File: src/rtl/spi_pkg.sv
// Shared SPI definitions: frame/config widths and the arbiter state encoding.
// The frame layout matches what spi_master expects on driver_data.
package spi_pkg;

  localparam int DWIDTH  = 8;
  localparam int AWIDTH  = 8;
  localparam int FRAME_W = DWIDTH + AWIDTH + 3 + 2;
  localparam int CFG_W   = 2;

  typedef enum logic [1:0] {
    ARB_IDLE = 2'd0,
    ARB_BUSY = 2'd1,
    ARB_GAP  = 2'd2
  } arb_state_t;

endpackage

File: src/rtl/spi_rr_picker.sv
// Combinational round-robin picker: rotates the request vector so the search
// starts at ptr, takes the lowest set bit, then maps it back to a requester index.
module spi_rr_picker #(
  parameter int NREQ = 4,
  parameter int IW   = $clog2(NREQ)
) (
  input  logic [NREQ-1:0] req,
  input  logic [IW-1:0]   ptr,
  output logic            valid,
  output logic [IW-1:0]   idx
);

  logic [NREQ-1:0] w_rot;
  logic [IW-1:0]   w_off;

  // ptr + offset never reaches 2*NREQ, so one conditional subtract is a full modulo
  function automatic int wrap_idx(input int v);
    return (v >= NREQ) ? (v - NREQ) : v;
  endfunction

  // Rotate so that bit 0 corresponds to requester ptr
  always_comb begin
    w_rot = '0;
    for (int j = 0; j < NREQ; j++) begin
      w_rot[j] = req[wrap_idx(int'(ptr) + j)];
    end
  end

  // Priority-encode the rotated vector; scanning downward leaves the lowest hit
  always_comb begin
    valid = 1'b0;
    w_off = '0;
    for (int j = NREQ - 1; j >= 0; j--) begin
      valid = valid | w_rot[j];
      w_off = w_rot[j] ? IW'(j) : w_off;
    end
  end

  assign idx = IW'(wrap_idx(int'(w_off) + int'(ptr)));

endmodule

File: src/rtl/spi_arbiter.sv
// Round-robin arbiter sharing one spi_master among NREQ requesters, with a
// per-transaction timeout and a forced idle gap so ss_n deasserts between frames.
module spi_arbiter
  import spi_pkg::*;
#(
  parameter int NREQ        = 4,
  parameter int TIMEOUT_CYC = 4096,
  parameter int GAP_CYCLES  = 2
) (
  input  logic                           clk,
  input  logic                           rst,
  input  logic [NREQ-1:0]                req_valid,
  input  logic [NREQ-1:0][FRAME_W-1:0]   req_frame,
  input  logic [NREQ-1:0][CFG_W-1:0]     req_cfg,
  output logic [NREQ-1:0]                req_ready,
  output logic [NREQ-1:0]                rsp_valid,
  output logic [DWIDTH-1:0]              rsp_data,
  output logic                           rsp_err,
  output logic                           busy,
  output logic [$clog2(NREQ)-1:0]        grant_id,
  output logic                           master_en,
  output logic [FRAME_W-1:0]             driver_data,
  output logic [CFG_W-1:0]               driver_cfg,
  input  logic                           driver_read,
  input  logic [DWIDTH-1:0]              spi_slv_read_data
);

  localparam int IW    = $clog2(NREQ);
  localparam int TO_W  = $clog2(TIMEOUT_CYC + 1);
  localparam int GAP_W = (GAP_CYCLES > 0) ? $clog2(GAP_CYCLES + 1) : 1;

  localparam logic [TO_W-1:0]  TO_LAST  = TO_W'(TIMEOUT_CYC - 1);
  localparam logic [TO_W-1:0]  TO_ONE   = TO_W'(1);
  localparam logic [GAP_W-1:0] GAP_LAST = GAP_W'((GAP_CYCLES > 0) ? (GAP_CYCLES - 1) : 0);
  localparam logic [GAP_W-1:0] GAP_ONE  = GAP_W'(1);
  localparam logic [IW-1:0]    IW_LAST  = IW'(NREQ - 1);
  localparam logic [IW-1:0]    IW_ONE   = IW'(1);
  localparam logic [NREQ-1:0]  REQ_ONE  = NREQ'(1);

  arb_state_t           r_state;
  arb_state_t           w_state_next;
  logic [IW-1:0]        r_rr_ptr;
  logic [TO_W-1:0]      r_to_cnt;
  logic [GAP_W-1:0]     r_gap_cnt;
  logic [NREQ-1:0]      r_rsp_valid;
  logic [DWIDTH-1:0]    r_rsp_data;
  logic                 r_rsp_err;
  logic                 r_busy;
  logic                 r_master_en;
  logic [IW-1:0]        r_grant_id;
  logic [FRAME_W-1:0]   r_driver_data;
  logic [CFG_W-1:0]     r_driver_cfg;
  logic [NREQ-1:0]      w_req_ready;
  logic                 w_pick_valid;
  logic [IW-1:0]        w_pick_idx;
  logic                 w_expired;

  spi_rr_picker #(.NREQ(NREQ), .IW(IW)) u_picker (
    .req   (req_valid),
    .ptr   (r_rr_ptr),
    .valid (w_pick_valid),
    .idx   (w_pick_idx)
  );

  assign w_expired = (r_to_cnt == TO_LAST);

  // Next-state decode and the combinational accept strobe
  always_comb begin
    w_state_next = r_state;
    w_req_ready  = '0;
    case (r_state)
      ARB_IDLE: begin
        if (w_pick_valid) begin
          w_state_next = ARB_BUSY;
          w_req_ready  = REQ_ONE << w_pick_idx;
        end else begin
          w_state_next = ARB_IDLE;
        end
      end
      ARB_BUSY: begin
        if (driver_read || w_expired) begin
          w_state_next = (GAP_CYCLES == 0) ? ARB_IDLE : ARB_GAP;
        end else begin
          w_state_next = ARB_BUSY;
        end
      end
      ARB_GAP: begin
        if (r_gap_cnt == GAP_LAST) begin
          w_state_next = ARB_IDLE;
        end else begin
          w_state_next = ARB_GAP;
        end
      end
      default: w_state_next = ARB_IDLE;
    endcase
  end

  // State register; master_en/busy are registered from the next state so they align with it
  always_ff @(posedge clk) begin
    if (rst) begin
      r_state     <= ARB_IDLE;
      r_master_en <= 1'b0;
      r_busy      <= 1'b0;
    end else begin
      r_state     <= w_state_next;
      r_master_en <= (w_state_next == ARB_BUSY);
      r_busy      <= (w_state_next != ARB_IDLE);
    end
  end

  // Payload capture, counters and response; driver_read beats a coincident timeout
  always_ff @(posedge clk) begin
    if (rst) begin
      r_rr_ptr      <= '0;
      r_to_cnt      <= '0;
      r_gap_cnt     <= '0;
      r_rsp_valid   <= '0;
      r_rsp_data    <= '0;
      r_rsp_err     <= 1'b0;
      r_grant_id    <= '0;
      r_driver_data <= '0;
      r_driver_cfg  <= '0;
    end else begin
      r_rsp_valid <= '0;
      case (r_state)
        ARB_IDLE: begin
          if (w_pick_valid) begin
            r_driver_data <= req_frame[w_pick_idx];
            r_driver_cfg  <= req_cfg[w_pick_idx];
            r_grant_id    <= w_pick_idx;
            r_rr_ptr      <= (w_pick_idx == IW_LAST) ? '0 : (w_pick_idx + IW_ONE);
            r_to_cnt      <= '0;
          end
        end
        ARB_BUSY: begin
          r_gap_cnt <= '0;
          if (driver_read) begin
            r_rsp_data  <= spi_slv_read_data;
            r_rsp_err   <= 1'b0;
            r_rsp_valid <= REQ_ONE << r_grant_id;
          end else if (w_expired) begin
            r_rsp_data  <= '0;
            r_rsp_err   <= 1'b1;
            r_rsp_valid <= REQ_ONE << r_grant_id;
          end else begin
            r_to_cnt <= r_to_cnt + TO_ONE;
          end
        end
        ARB_GAP: begin
          if (r_gap_cnt != GAP_LAST) begin
            r_gap_cnt <= r_gap_cnt + GAP_ONE;
          end
        end
        default: begin
          r_to_cnt <= '0;
        end
      endcase
    end
  end

  assign req_ready   = w_req_ready;
  assign rsp_valid   = r_rsp_valid;
  assign rsp_data    = r_rsp_data;
  assign rsp_err     = r_rsp_err;
  assign busy        = r_busy;
  assign grant_id    = r_grant_id;
  assign master_en   = r_master_en;
  assign driver_data = r_driver_data;
  assign driver_cfg  = r_driver_cfg;

endmodule
File: config.mk
export PLATFORM = sky130hd
export DESIGN_NAME = spi_arbiter
export DESIGN_NICKNAME = d
export VERILOG_FILES = /design/src/rtl/spi_pkg.sv /design/src/rtl/spi_rr_picker.sv /design/src/rtl/spi_arbiter.sv
export SDC_FILE = /design/constraint.sdc
export NUM_CORES = 1
export LEC_CHECK = 0
export CAP_MARGIN = 20
export CORE_ASPECT_RATIO = 1.75
export CORE_MARGIN = 2
export CORE_UTILIZATION = 40
export CTS_CLUSTER_DIAMETER = 120
export CTS_CLUSTER_SIZE = 8
export DETAILED_ROUTE_END_ITERATION = 8
export PLACE_DENSITY = 0.77
export SLEW_MARGIN = 20
export SYNTH_ARGS = -nofsm -noshare
export SYNTH_HDL_FRONTEND = slang
export SYNTH_SLANG_ARGS = --single-unit
export TNS_END_PERCENT = 10
File: constraint.sdc
create_clock -name clk -period 3 [get_ports clk]
set_input_delay 0.45 -clock clk [delete_from_list [all_inputs] [get_ports clk]]
set_output_delay 0.45 -clock clk [all_outputs]
set_load 0.03 [all_outputs]
==> run summary, run 1 <==
outcome: completed
Worst Setup Path Type: in2out
TritonCTS clock tree: done
cell count after synthesis: 456
io pins: 151
Crit-path slowest cell: or4_1
DIE HEIGHT: 133.7 microns
ys flop type: dfxtp_1
crit path time final: 2.908 ns
final wirelength: 11410 microns
post-route insts no fill: 729
port bufs: 150
sw frac: 42.02%
Leakage: 2.529 nW
DIE AREA: 0.01044 sq mm
WP data arrival: 2.46 ns
first-pass GRT wire length: 18540 microns
Async S/R FF share, synth: 0%
register share of total power: 21.0%
Post-Route Utilization: 62.39%
post-DR wirelength/cell: 15.65 microns
FF/Latch Area: 0.001185 sq mm
CTS sink cnt: 59
top-count cell post-synth: nand2_1
Synthesis Warnings: 0
crit-path cells: dlygate4sd2_1 > or4_1 > o211ai_1 > ha_2 > xnor2_2 > xnor2_1 > inv_1 > ha_1 > and2_1 > buf_4
Slew @ Worst Pin: 0.5284 ns
initial DRC count: 207
Filler Cell Count: 839
Synth Area per Inst: 8.432 sq um
placed cell count: 710
Hold WC Path Type: reg2reg
final hold slack: 0.4555 ns
Setup crit end kind: output port
Synth Net Count: 567
gpl congestion: 0.8351
#FFs+latches synth: 59
average vias per placed instance: 5.516
top post-synthesis cells by area: dfxtp_1, mux2i_1, and3_1, nand2_1, o41ai_2
largest net degree at the start of global routing: 47
Design Power: 5.129 mW
Psw: 2.155 mW
clk root buf: clkbuf_16
setup TNS: 0 ns
total congestion overflow: 0
Final Max Tran Viols: 0
HPWL Detailed: 8397 microns
Reg clk slew, reported paths: 0.05 ns
Max-slew headroom: 64.73%
Pre-antenna DRT Iters: 5
crit-path max FO: 3
Post-synth EDFFs: 0
Tcrit/Tclk final: 96.93%
PwrDens: 873.7 mW/mm^2
Die W: 78.12 microns
Post-route DRC: 0
Post-synth top cells: nand2_1, mux2i_1, dfxtp_1, and3_1, nor2_1
Internal Dissipation: 2.974 mW
post-synthesis sequential area ratio: 30.72%
number of hold buffers added after cts: 0
vias in the first global route: 4022
ratio of cells with drive above 1 in the final layout: 11.55%
core outline area: 0.009409 sq mm
Max Buffers Root-to-Sink: 2
Distinct cells, synth: 51
P&R area growth vs syn: 52.68%
CP required: 2.55 ns
nets: 712
worst vdd ir: 0.5058 mV
H-tree depth: 3
skew final: 0.006229 ns
multi-input logic area: 0.002490 sq mm
final setup violation count: 0
slowest stage delay, CP: 0.51 ns
Setup WS pre-CTS: -0.1895 ns
worst setup margin: 0.09215 ns
unrepaired setup endpoints after global routing: true
Startpoint Class: input port
share of power burned in the clock network: 19.6%
area of the mapped netlist: 0.003845 sq mm
combinational share of power: 59.4%
vias post-DR: 4021
Fin. Hold Viols: 0
Max Fclk: 343.9 MHz
cell taking the most area after synthesis: dfxtp_1
CTS buffer count: 9
Synth top area share: 30.72%
Site Rows: 47
initial core utilization: 40.86%
dpl cell area: 0.005539 sq mm
final design area excluding fillers: 0.005871 sq mm
initial antenna violation count: 1
clock latency on the worst-skew pair: 0.33 ns
Total GRT Usage: 22.04%
Final ANT Viol Nets: 0
number of max-cap violations: 0
## sequential cells by signal, summed over array words and instances (netlist names)
name / count
grant_id: 2
rsp_data: 8
r_state: 2
r_to_cnt: 13
rsp_valid: 4
master_en: 1
driver_cfg: 2
r_gap_cnt: 2
r_rr_ptr: 2
driver_data: 21
busy: 1
rsp_err: 1
## layout make-up
type	instances	share of cell area, %
Inverter	6	0.3836
Antenna cell	1	0.04263
Clock buffer	9	3.836
Multi-Input combinational cell	351	42.41
Timing Repair Buffer	174	29.37
Clock inverter	7	1.172
Tap cell	122	2.600
Sequential cell	59	20.18
## layer usage
metal  part of all wire [%]  global-route usage [%]
met1                     38                   24.06
met2                     51                   38.51
met3                    6.3                   6.504
met4                    3.8                   10.53
met5                      0                       0
## logic make-up after synthesis
family | after synthesis | synth area share (%)
and+or+nand+nor | 206 | 27.07
muxes | 69 | 17.96
adders and majority gates | 4 | 1.302
AOI/OAI and AO/OA | 62 | 15.07
DFF | 59 | 30.72
buffers and inverters | 46 | 5.597
xor gates and xnor gates | 10 | 2.278
## final timing paths
kind,startpoint,endpoint,slack (ns),cells after the start
hold reg to reg,driver_data[7],driver_data[7],0.46,2
setup reg to reg,r_rr_ptr[0],driver_data[19],0.52,8
hold / removal,driver_data[7],driver_data[7],0.46,2
setup / recovery,req_valid[0],req_ready[3],0.09,10
## repair_timing
action | in CTS | in global routing
endpoints found under the setup margin | 4 | 4
pin swaps | 4 | 4
gates resized for setup | 7 | 5
buffers inserted | 1 | 1
gates cloned | 0 | 0
## placed cells by master, fill, tap and decap left out, drive strengths merged, types with 2 or more instances in the layout
cell / count
o41ai: 23
clkdlybuf4s50: 142
dfxtp: 59
clkinvlp: 2
xor2: 8
o211ai: 2
nand3: 8
or3: 4
a211oi: 2
o32ai: 2
and4: 2
nor2b: 2
nand2: 83
nand2b: 3
nor4b: 4
a21oi: 11
xnor2: 2
nor3b: 2
and3: 51
inv: 6
mux2i: 69
nor4: 2
dlygate4sd2: 4
buf: 28
o21ai: 3
clkinv: 4
nor2: 30
nor3: 6
ha: 4
nand4: 2
clkbuf: 9
a22oi: 10
## power by group through the flow
stage	Clock (mW)	Sequential [mW]	Combinational, mW
final	1.01	1.08	3.05
after global routing	1.06	1.09	3.27
after CTS	1.02	1.07	3.02
after floorplan	0	1.33	1.75
after global placement	0	1.07	2.91
after detailed placement	0	1.08	2.99
## worst max-delay path, delay by kind of cell
family                   cells  cell delay [ns]
AO/OA/AOI/OAI                1             0.12
XOR/XNOR                     2             0.29
adder cells (fa/ha/maj)      2             0.44
buffers and inverters        3             0.50
AND/OR/NAND/NOR              2             0.65
Power figures use the tool's default switching activity.
==> inputs of run 2 (changes only) <==
--- a/config.mk
+++ b/config.mk
@@ -13,6 +13,7 @@
 export CTS_CLUSTER_SIZE = 8
 export DETAILED_ROUTE_END_ITERATION = 8
 export PLACE_DENSITY = 0.77
+export SETUP_SLACK_MARGIN = 0.02
 export SLEW_MARGIN = 20
 export SYNTH_ARGS = -nofsm -noshare
 export SYNTH_HDL_FRONTEND = slang
==> run 2 against run 1 <==
Against the previous run: sequential power hardly changed; routed wire length rose by 0.18%; clock power is essentially flat; highest routed layer unchanged; critical path depth is the same; combinational power about the same; global-route usage did not move; non-clock buffer count is the same; die area unchanged.
==> run summary, run 2 (synthesis results as in run 1) <==
TritonCTS clock tree: done
initial core utilization: 40.86% (unchanged)
first-pass GRT wire length: 18540 microns (unchanged)
Max Fclk: 343.7 MHz (about the same)
dpl cell area: 0.005539 sq mm (unchanged)
port bufs: 150 (unchanged)
P&R area growth vs syn: 52.68% (unchanged)
placed cell count: 710 (unchanged)
unrepaired setup endpoints after global routing: true
crit-path max FO: 3 (unchanged)
Slew @ Worst Pin: 0.5286 ns (+0.0001845 ns)
commonest non-fill, non-tap cell in the layout: clkdlybuf4s50_1
Final Max Tran Viols: 0 (unchanged)
combinational share of power: 59.4% (about the same)
WP data arrival: 2.46 ns (about the same)
max reg flops: 21 (unchanged)
vias post-DR: 4027 (+0.15%)
Psw: 2.156 mW (about the same)
most frequent cells in the layout: clkdlybuf4s50_1, nand2_1, mux2i_1
Setup crit end kind: output port
crit path time final: 2.909 ns (+0.001391 ns)
Hold WC Path Type: reg2reg
clock latency on the worst-skew pair: 0.33 ns (about the same)
Startpoint Class: input port
Site Rows: 47 (unchanged)
H-tree depth: 3 (unchanged)
largest net degree at the start of global routing: 47 (unchanged)
register share of total power: 21.0% (about the same)
Worst Setup Path Type: in2out
Leakage: 2.529 nW (unchanged)
met2 GRT Util: 38.51% (unchanged)
Top Usage Layer GRT: met2
Final ANT Viol Nets: 0 (unchanged)
CTS sink cnt: 59 (unchanged)
gpl congestion: 0.8351 (unchanged)
GR Util met1: 24.06% (unchanged)
Max-slew headroom: 64.71% (about the same)
Max Buffers Root-to-Sink: 2 (unchanged)
io pins: 151 (unchanged)
setup TNS: 0 ns (unchanged)
clk root buf: clkbuf_16
PwrDens: 873.8 mW/mm^2 (about the same)
final hold slack: 0.4555 ns (unchanged)
post-route insts no fill: 729 (unchanged)
Reg clk slew, reported paths: 0.05 ns (about the same)
final wirelength: 11430 microns (+0.18%)
sw frac: 42.02% (about the same)
number of max-cap violations: 0 (unchanged)
Total GRT Usage: 22.04% (unchanged)
Pre-antenna DRT Iters: 4 (-1)
outcome: completed
skew final: 0.005240 ns (-0.0009886 ns)
core outline area: 0.009409 sq mm (unchanged)
Die W: 78.12 microns (unchanged)
Design Power: 5.130 mW (about the same)
average vias per placed instance: 5.524 (+0.15%)
CTS buffer count: 9 (unchanged)
HPWL Detailed: 8397 microns (unchanged)
share of power burned in the clock network: 19.6% (about the same)
worst vdd ir: 0.5086 mV (+0.55%)
Internal Dissipation: 2.974 mW (about the same)
final setup violation count: 0 (unchanged)
vias in the first global route: 4022 (unchanged)
GR Util met3: 6.504% (unchanged)
DIE AREA: 0.01044 sq mm (unchanged)
post-DR wirelength/cell: 15.68 microns (+0.18%)
ratio of cells with drive above 1 in the final layout: 11.55% (unchanged)
Post-route DRC: 0 (unchanged)
Tcrit/Tclk final: 96.97% (about the same)
initial DRC count: 201 (-2.9%)
DIE HEIGHT: 133.7 microns (unchanged)
CP required: 2.55 ns (about the same)
initial antenna violation count: 1 (unchanged)
total congestion overflow: 0 (unchanged)
nets: 712 (unchanged)
final design area excluding fillers: 0.005871 sq mm (unchanged)
Fin. Hold Viols: 0 (unchanged)
## run 2: worst max-delay path, cell delays in order
cell and delay [ns]:
dlygate4sd2_1 0.26, or4_1 0.51, o211ai_1 0.12, ha_2 0.25, xnor2_2 0.13, xnor2_1 0.16
inv_1 0.08, ha_1 0.19, and2_1 0.14, buf_4 0.16
## run 2: routing by layer
metal,vias up,share of wire (%)
met5,-,0
met3,26,6.4
li1,1936,-
met1,1896,38
met4,0,3.4
met2,169,52
## run 2: metrics by stage
stage / utilization (%) / setup WS (ns)
6_report: 62.39 / 0.09076
5_1_grt: 62.39 / -0.02988
4_1_cts: 62.13 / 0.04430
3_5_place_dp: 58.87 / -0.1895
3_3_place_gp: 58.87 / -0.1680
2_1_floorplan: - / -0.04324
## run 2: power groups by stage
stage | Sequential [mW] | Combinational [mW] | Clock (mW)
after floorplan | 1.33 | 1.75 | 0
after CTS | 1.07 | 3.02 | 1.02
after global placement | 1.07 | 2.91 | 0
final | 1.08 | 3.05 | 1.01
after detailed placement | 1.08 | 2.99 | 0
after global routing | 1.09 | 3.27 | 1.06
## run 2: path summary, 6_finish.rpt
| kind | from | to | slack, ns | cells after the start |
|---|---|---|---|---|
| setup reg to reg | r_rr_ptr[0] | driver_data[19] | 0.52 | 8 |
| setup / recovery | req_valid[0] | req_ready[3] | 0.09 | 10 |
| hold reg to reg | driver_data[7] | driver_data[7] | 0.46 | 2 |
| hold / removal | driver_data[7] | driver_data[7] | 0.46 | 2 |
## run 2: what timing repair did
action / in CTS / in global routing
endpoints found under the setup margin: 4 / 4
pin swaps: 4 / 4
setup buffers: 1 / 1
gates resized for setup: 7 / 5
hold buffers: 0 / 0
## run 2: layout make-up
class	instances	area [sq um]
sequential	59	1185
tap	122	152.6
timing repair buffer	174	1724
inverter	6	22.52
multi-input combinational	351	2490
clock buffer	9	225.2
antenna	1	2.502
clock inverter	7	68.82
fill	839	3538
==> inputs of run 3 (changes only) <==
--- a/config.mk
+++ b/config.mk
@@ -9,6 +9,7 @@
 export CORE_ASPECT_RATIO = 1.75
 export CORE_MARGIN = 2
 export CORE_UTILIZATION = 40
+export CTS_BUF_LIST = sky130_fd_sc_hd__clkbuf_4 sky130_fd_sc_hd__clkbuf_8 sky130_fd_sc_hd__clkbuf_16
 export CTS_CLUSTER_DIAMETER = 120
 export CTS_CLUSTER_SIZE = 8
 export DETAILED_ROUTE_END_ITERATION = 8
==> results of run 3 <==
Final layout, timing and power as in run 2 (identical DEF).
